==> src/rtl/video_timing_ctrl_if.sv <==
// Pixel stream handshake between an upstream source (line FIFO) and the
// video timing controller. The source drives data/valid; the controller
// drives ready on every visible pixel and never stalls.
interface video_timing_ctrl_if;
    logic [23:0] pix_data;   // {R[23:16], G[15:8], B[7:0]}
    logic        pix_valid;
    logic        pix_ready;

    modport master (output pix_data, output pix_valid, input  pix_ready);
    modport slave  (input  pix_data, input  pix_valid, output pix_ready);
endinterface

==> src/rtl/video_timing_ctrl.sv <==
// Raster sequencer for the HDMI encoder: free-running h/v counters,
// sync/vde generation, pixel pull from the upstream stream, and a sticky
// underflow flag with a substitute colour. Everything is one pixel clock.
module video_timing_ctrl #(
    parameter int unsigned H_ACTIVE = 640,
    parameter int unsigned H_FP     = 16,
    parameter int unsigned H_SYNC   = 96,
    parameter int unsigned H_BP     = 48,
    parameter int unsigned V_ACTIVE = 480,
    parameter int unsigned V_FP     = 10,
    parameter int unsigned V_SYNC   = 2,
    parameter int unsigned V_BP     = 33,
    parameter bit          HS_POL   = 1'b0,
    parameter bit          VS_POL   = 1'b0,
    parameter logic [23:0] UF_COLOR = 24'hFF00FF
) (
    input  logic                 pixel_clk,
    input  logic                 reset_n,
    input  logic                 enable,
    video_timing_ctrl_if.slave   pix_if,
    output logic                 frame_start,
    output logic [11:0]          pix_x,
    output logic [11:0]          pix_y,
    output logic [7:0]           red,
    output logic [7:0]           green,
    output logic [7:0]           blue,
    output logic                 vde,
    output logic                 hsync,
    output logic                 vsync,
    input  logic                 underflow_clr,
    output logic                 underflow
);

    // Totals must fit the 12-bit counters (<= 4096).
    localparam int unsigned H_TOTAL = H_ACTIVE + H_FP + H_SYNC + H_BP;
    localparam int unsigned V_TOTAL = V_ACTIVE + V_FP + V_SYNC + V_BP;

    localparam logic [11:0] H_LAST = 12'(H_TOTAL - 1);
    localparam logic [11:0] V_LAST = 12'(V_TOTAL - 1);
    localparam logic [11:0] H_ACT  = 12'(H_ACTIVE);
    localparam logic [11:0] V_ACT  = 12'(V_ACTIVE);
    // Sync window bounds are 13 bits so an end of exactly 4096 still compares correctly.
    localparam logic [12:0] HS_BEG = 13'(H_ACTIVE + H_FP);
    localparam logic [12:0] HS_END = 13'(H_ACTIVE + H_FP + H_SYNC);
    localparam logic [12:0] VS_BEG = 13'(V_ACTIVE + V_FP);
    localparam logic [12:0] VS_END = 13'(V_ACTIVE + V_FP + V_SYNC);

    logic [11:0] r_h_cnt;
    logic [11:0] r_v_cnt;
    logic        r_vde;
    logic        r_hsync;
    logic        r_vsync;
    logic [23:0] r_rgb;
    logic        r_underflow;

    logic        w_active;
    logic        w_pix_ready;
    logic        w_hs_on;
    logic        w_vs_on;
    logic        w_underrun;
    logic [23:0] w_rgb_next;

    // Counters are forced to 0 while disabled, so gating with enable keeps
    // the held h=0/v=0 position from looking like a visible pixel.
    assign w_active    = (r_h_cnt < H_ACT) && (r_v_cnt < V_ACT);
    assign w_pix_ready = enable && w_active;
    assign w_hs_on     = enable && ({1'b0, r_h_cnt} >= HS_BEG) && ({1'b0, r_h_cnt} < HS_END);
    assign w_vs_on     = enable && ({1'b0, r_v_cnt} >= VS_BEG) && ({1'b0, r_v_cnt} < VS_END);
    assign w_underrun  = w_pix_ready && !pix_if.pix_valid;

    assign pix_if.pix_ready = w_pix_ready;
    assign frame_start      = enable && (r_h_cnt == 12'd0) && (r_v_cnt == 12'd0);
    assign pix_x            = r_h_cnt;
    assign pix_y            = r_v_cnt;
    assign {red, green, blue} = r_rgb;
    assign vde              = r_vde;
    assign hsync            = r_hsync;
    assign vsync            = r_vsync;
    assign underflow        = r_underflow;

    // Raster position: h wraps every line, v advances on the h wrap; disable abandons the frame.
    always_ff @(posedge pixel_clk or negedge reset_n) begin
        // NOTE: clocked state uses non-blocking (<=) so every register samples
        // pre-edge values; blocking here would create order-dependent races.
        if (!reset_n) begin
            r_h_cnt <= '0;
            r_v_cnt <= '0;
        end else if (!enable) begin
            r_h_cnt <= '0;
            r_v_cnt <= '0;
        end else if (r_h_cnt == H_LAST) begin
            r_h_cnt <= '0;
            r_v_cnt <= (r_v_cnt == V_LAST) ? 12'd0 : r_v_cnt + 12'd1;
        end else begin
            r_h_cnt <= r_h_cnt + 12'd1;
        end
    end

    // Pixel colour for this position: accepted data, substitute colour on underrun, black in blanking.
    always_comb begin
        // NOTE: default assigned first so every path drives the signal and no latch is inferred.
        w_rgb_next = 24'h000000;
        if (w_pix_ready) begin
            w_rgb_next = pix_if.pix_valid ? pix_if.pix_data : UF_COLOR;
        end
    end

    // Encoder-facing register stage: vde, syncs and RGB stay mutually aligned, one cycle behind the counters.
    always_ff @(posedge pixel_clk or negedge reset_n) begin
        if (!reset_n) begin
            r_vde   <= 1'b0;
            r_hsync <= ~HS_POL;
            r_vsync <= ~VS_POL;
            r_rgb   <= '0;
        end else begin
            r_vde   <= w_pix_ready;
            r_hsync <= w_hs_on ? HS_POL : ~HS_POL;
            r_vsync <= w_vs_on ? VS_POL : ~VS_POL;
            r_rgb   <= w_rgb_next;
        end
    end

    // Sticky underflow flag; a new underrun beats a simultaneous clear.
    always_ff @(posedge pixel_clk or negedge reset_n) begin
        if (!reset_n) begin
            r_underflow <= 1'b0;
        end else if (w_underrun) begin
            r_underflow <= 1'b1;
        end else if (underflow_clr) begin
            r_underflow <= 1'b0;
        end
    end

endmodule

==> src/flat_wrapper.sv <==
// flat-port wrapper written by rule: the top's interface ports become plain ports
module video_timing_ctrl_flat 
#(
    parameter int unsigned H_ACTIVE = 640,
    parameter int unsigned H_FP     = 16,
    parameter int unsigned H_SYNC   = 96,
    parameter int unsigned H_BP     = 48,
    parameter int unsigned V_ACTIVE = 480,
    parameter int unsigned V_FP     = 10,
    parameter int unsigned V_SYNC   = 2,
    parameter int unsigned V_BP     = 33,
    parameter bit          HS_POL   = 1'b0,
    parameter bit          VS_POL   = 1'b0,
    parameter logic [23:0] UF_COLOR = 24'hFF00FF
)
  (pixel_clk, reset_n, enable, frame_start, pix_x, pix_y, red, green, blue, vde, hsync, vsync, underflow_clr, underflow, pix_if_pix_data, pix_if_pix_valid, pix_if_pix_ready);
  video_timing_ctrl_if pix_if_i ();
  input  logic pixel_clk;
  input  logic reset_n;
  input  logic enable;
  output logic frame_start;
  output logic [11:0] pix_x;
  output logic [11:0] pix_y;
  output logic [7:0] red;
  output logic [7:0] green;
  output logic [7:0] blue;
  output logic vde;
  output logic hsync;
  output logic vsync;
  input  logic underflow_clr;
  output logic underflow;
  input wire logic [$bits(pix_if_i.pix_data)-1:0] pix_if_pix_data;
  input wire logic [$bits(pix_if_i.pix_valid)-1:0] pix_if_pix_valid;
  output wire logic [$bits(pix_if_i.pix_ready)-1:0] pix_if_pix_ready;
  assign pix_if_i.pix_data = pix_if_pix_data;
  assign pix_if_i.pix_valid = pix_if_pix_valid;
  assign pix_if_pix_ready = pix_if_i.pix_ready;
  video_timing_ctrl #(.H_ACTIVE(H_ACTIVE), .H_FP(H_FP), .H_SYNC(H_SYNC), .H_BP(H_BP), .V_ACTIVE(V_ACTIVE), .V_FP(V_FP), .V_SYNC(V_SYNC), .V_BP(V_BP), .HS_POL(HS_POL), .VS_POL(VS_POL), .UF_COLOR(UF_COLOR)) u_core (.pixel_clk(pixel_clk), .reset_n(reset_n), .enable(enable), .pix_if(pix_if_i), .frame_start(frame_start), .pix_x(pix_x), .pix_y(pix_y), .red(red), .green(green), .blue(blue), .vde(vde), .hsync(hsync), .vsync(vsync), .underflow_clr(underflow_clr), .underflow(underflow));
endmodule
==> config.mk <==
export PLATFORM = sky130hd
export DESIGN_NAME = video_timing_ctrl_flat
export DESIGN_NICKNAME = d
export VERILOG_FILES = /design/src/rtl/video_timing_ctrl_if.sv /design/src/rtl/video_timing_ctrl.sv /design/src/flat_wrapper.sv
export SDC_FILE = /design/constraint.sdc
export NUM_CORES = 1
export LEC_CHECK = 0
export CORE_ASPECT_RATIO = 0.6
export CORE_MARGIN = 8
export CORE_UTILIZATION = 50
export CTS_BUF_LIST = sky130_fd_sc_hd__clkbuf_4
export DETAILED_ROUTE_END_ITERATION = 10
export DONT_BUFFER_PORTS = 1
export SLEW_MARGIN = 20
export SYNTH_ARGS = -nofsm -noshare
export SYNTH_HDL_FRONTEND = slang
export SYNTH_SLANG_ARGS = --single-unit
==> constraint.sdc <==
create_clock -name pixel_clk -period 2.56 [get_ports pixel_clk]
set_input_delay 0.384 -clock pixel_clk [delete_from_list [all_inputs] [get_ports pixel_clk]]
set_output_delay 0.384 -clock pixel_clk [all_outputs]
set_load 0.05 [all_outputs]
==> flow_summary.toml <==
[run_status]
outcome = "finished, final reports clean"

[final_layout]
stdcell_count = 321
areaGrowthSynthToFinish_pct = 16.8
drive_gt1_share_pct = 19.0
nets = 290
antennaDiodeCount = 0

[global_routing]
grt_pass1_wl_um = 9800
grt_pass1_vias = 1827
grt-ovfl-total = 0
antenna_found_initial = 0
grt.total_usage_pct = 16.7
grt_max_degree = 53

[sta]
slew_violations = 0
final.setup.tns_ns = 0
max_freq_mhz = 421
fin_hold_ws_ns = 0.0757
skew_ns = 0.00972
setup_violations = 0
worst_slew_pin_slew_ns = 0.621
rsz0062_at_grt = "false"
relSlewSlack_pct = 58.5
period_needed_ns = 2.37
fin_crit_sh_pct = 92.8
hold_viol_final = 0

[place]
numPortBuffers = 0
place.gp.congestion = 0.836
dp.cells = 311
dp_hpwl_um = 4540

[die]
start_util_pct = 51.6
die_x_um = 104
die_area_um2 = 7210
fp.dieH_um = 69.0
row_count = 19
io_pins = 83
coreArea_um2 = 4540

[yosys]
yosysSeqAreaShare_pct = 55.6
ys_warn_count = 0
yosys.cell_count.top_type = "dfrtp_1"
synth_area_per_cell_um2 = 10.2
synth_edf_count = 0
synth_nets = 262
synth_top_cell_area_share_pct = 53.4
synth_cells = 229
synth_area_um2 = 2340
synth_top_area_cell = "dfrtp_1"
synth.distinct_cells = 39
synth_area_leaders = "dfrtp_1 53%, inv_1 4.8%, a21oi_1 4.1%"
ys_ff_latch = 52
synth_common_cells = "50 x dfrtp_1, 30 x inv_1, 19 x a21oi_1, 14 x nor2_1"
async_reset_ff_share_pct = 100
ys_dominant_reg_cell = "dfrtp_1"

[power_and_ir_drop]
ir_drop_uv = 372
p_leak_uw = 0.00131
power-per-cell-area_nw_per_um2 = 574

[critical_path]
critical_path_class = "reg2out"
reg2reg_slack_ns = 0.35
critPathLaunchType = "register"
cp-end-kind = "primary output"
path_max_fanout = 10
r2r-start = "u_core.pix_x[1]"
worstReg2RegEnd = "u_core.pix_y[7]"
cp_data_arrival_time_ns = 1.99
ff2ff_path_depth = 6
cp.required_ns = 2.18

[min_path]
hold_path_class = "in2reg"
min_path_cells = 1
whs_endpoint = "u_core.r_rgb[0]"
min_from = "pix_if_pix_valid"

[cts]
ctsRootBufferMaster = "clkbuf_4"
cts_buffers = 5
clk_latency_ns = 0.37
cts_tree = "built"
ctsHtreeMaxLevel = 2
clk_path_buf_depth = 2
cts_setup_buffers = 0
clkTransAtPathRegs_ns = 0.15
cts.sinks = 52

[route]
drtIter0Drc = 170
met1_length_um = 2680
drtAntennaViolNets = 0
routedWlPerCell_um = 18.9
vias = 1903
wl_met2_um = 2710
drc = 0
viasPerCell = 5.93
drt_pass1_iterations = 5
wl_met3_um = 629
dr.max_layer_used = "met4"
wl_um = 6070

[run]
cap_violations = 0
[report_power, final]
part	switching, uW	total [uW]	leakage [uW]	internal (uW)
Combinational	99.0	153	0.000583	54.3
Sequential	105	955	0.000682	850
Clock	259	463	0.0000412	204
[through the flow]
stage	utilization [%]	setup slack (ns)	instance area, um^2	power (uW)
after floorplan	-	0.0617	2360	1060
after global routing	60.3	0.0322	2740	1640
after detailed placement	57.6	0.390	2620	1100
after global placement	57.6	0.435	2620	1100
final	60.3	0.186	2740	1570
after CTS	60.2	0.0346	2740	1590
[cell families after synthesis]
logic type,Yosys count,share of synthesized area [%]
xor gates and xnor gates,7,2.61
and+or+nand+nor,79,20.0
buffers and inverters,39,6.67
muxes,1,0.480
adders and majority gates,4,2.13
DFF,52,55.6
AOI/OAI and AO/OA,47,12.5
[worst max-delay path by stage]
stage,startpoint,end,depth (start not counted)
5_1_grt,u_core.pix_x[10],pix_if_pix_ready,5
3_5_place_dp,u_core.pix_x[1],u_core.pix_y[7],6
6_report,u_core.pix_x[10],pix_if_pix_ready,5
2_1_floorplan,u_core.pix_x[0],frame_start,4
3_3_place_gp,u_core.pix_x[0],u_core.pix_y[7],6
4_1_cts,u_core.pix_x[1],frame_start,5
[layer usage]
layer	global-route usage (%)	vias to the layer above
li1	-	871
met1	22.5	929
met2	24.2	99
met3	6.68	4
met4	4.47	0
met5	0	-
[state kept, by name, indices dropped and copies added, names as in the netlist]
| name | count |
|---|---|
| u_core.pix_x | 12 |
| u_core.underflow | 1 |
| u_core.hsync | 1 |
| u_core.r_rgb | 24 |
| u_core.vsync | 1 |
| u_core.vde | 1 |
| u_core.pix_y | 12 |
[timing repair]
item	4_1_cts	5_1_grt
hold endpoints to repair	52	0
endpoints found under the setup margin	0	1
gates resized for setup	0	1
hold buffers	2	0
[worst max-delay path, cell delays in order (launching register included)]
cell and delay (ns):
dfrtp_1 0.41, buf_4 0.20, nor2_1 0.20, nand3_1 0.11, nand4b_1 0.20, inv_1 0.49
[layout by cell type (no fill, tap or decap), types with 2 or more instances in the layout]
cell and n:
or3_1 3, nand4_1 9, or2_2 2, and3_1 10, o21ai_0 8, xnor2_1 6
nor3_1 9, nand2_1 2, nor4_1 5, nand3_1 10, nor2_1 14, a21oi_1 19
nand4b_1 2, inv_1 30, buf_4 27, a22o_1 2, nor4b_1 3, o22ai_1 3
a41o_1 2, o211ai_1 2, clkbuf_4 5, ha_1 4, a21o_1 4, dfrtp_1 50
o31ai_1 6, dfstp_2 2
[final cells by class]
cell class                      instances  area [um^2]
Inverter                               30          113
Sequential cell                        52         1300
Multi-Input combinational cell        138          903
Clock buffer                            5         37.5
Fill cell                             401         1800
Tap cell                               63         78.8
Clock inverter                          3         42.5
Timing Repair Buffer                   30          260
(Power assumes the default switching activity.)
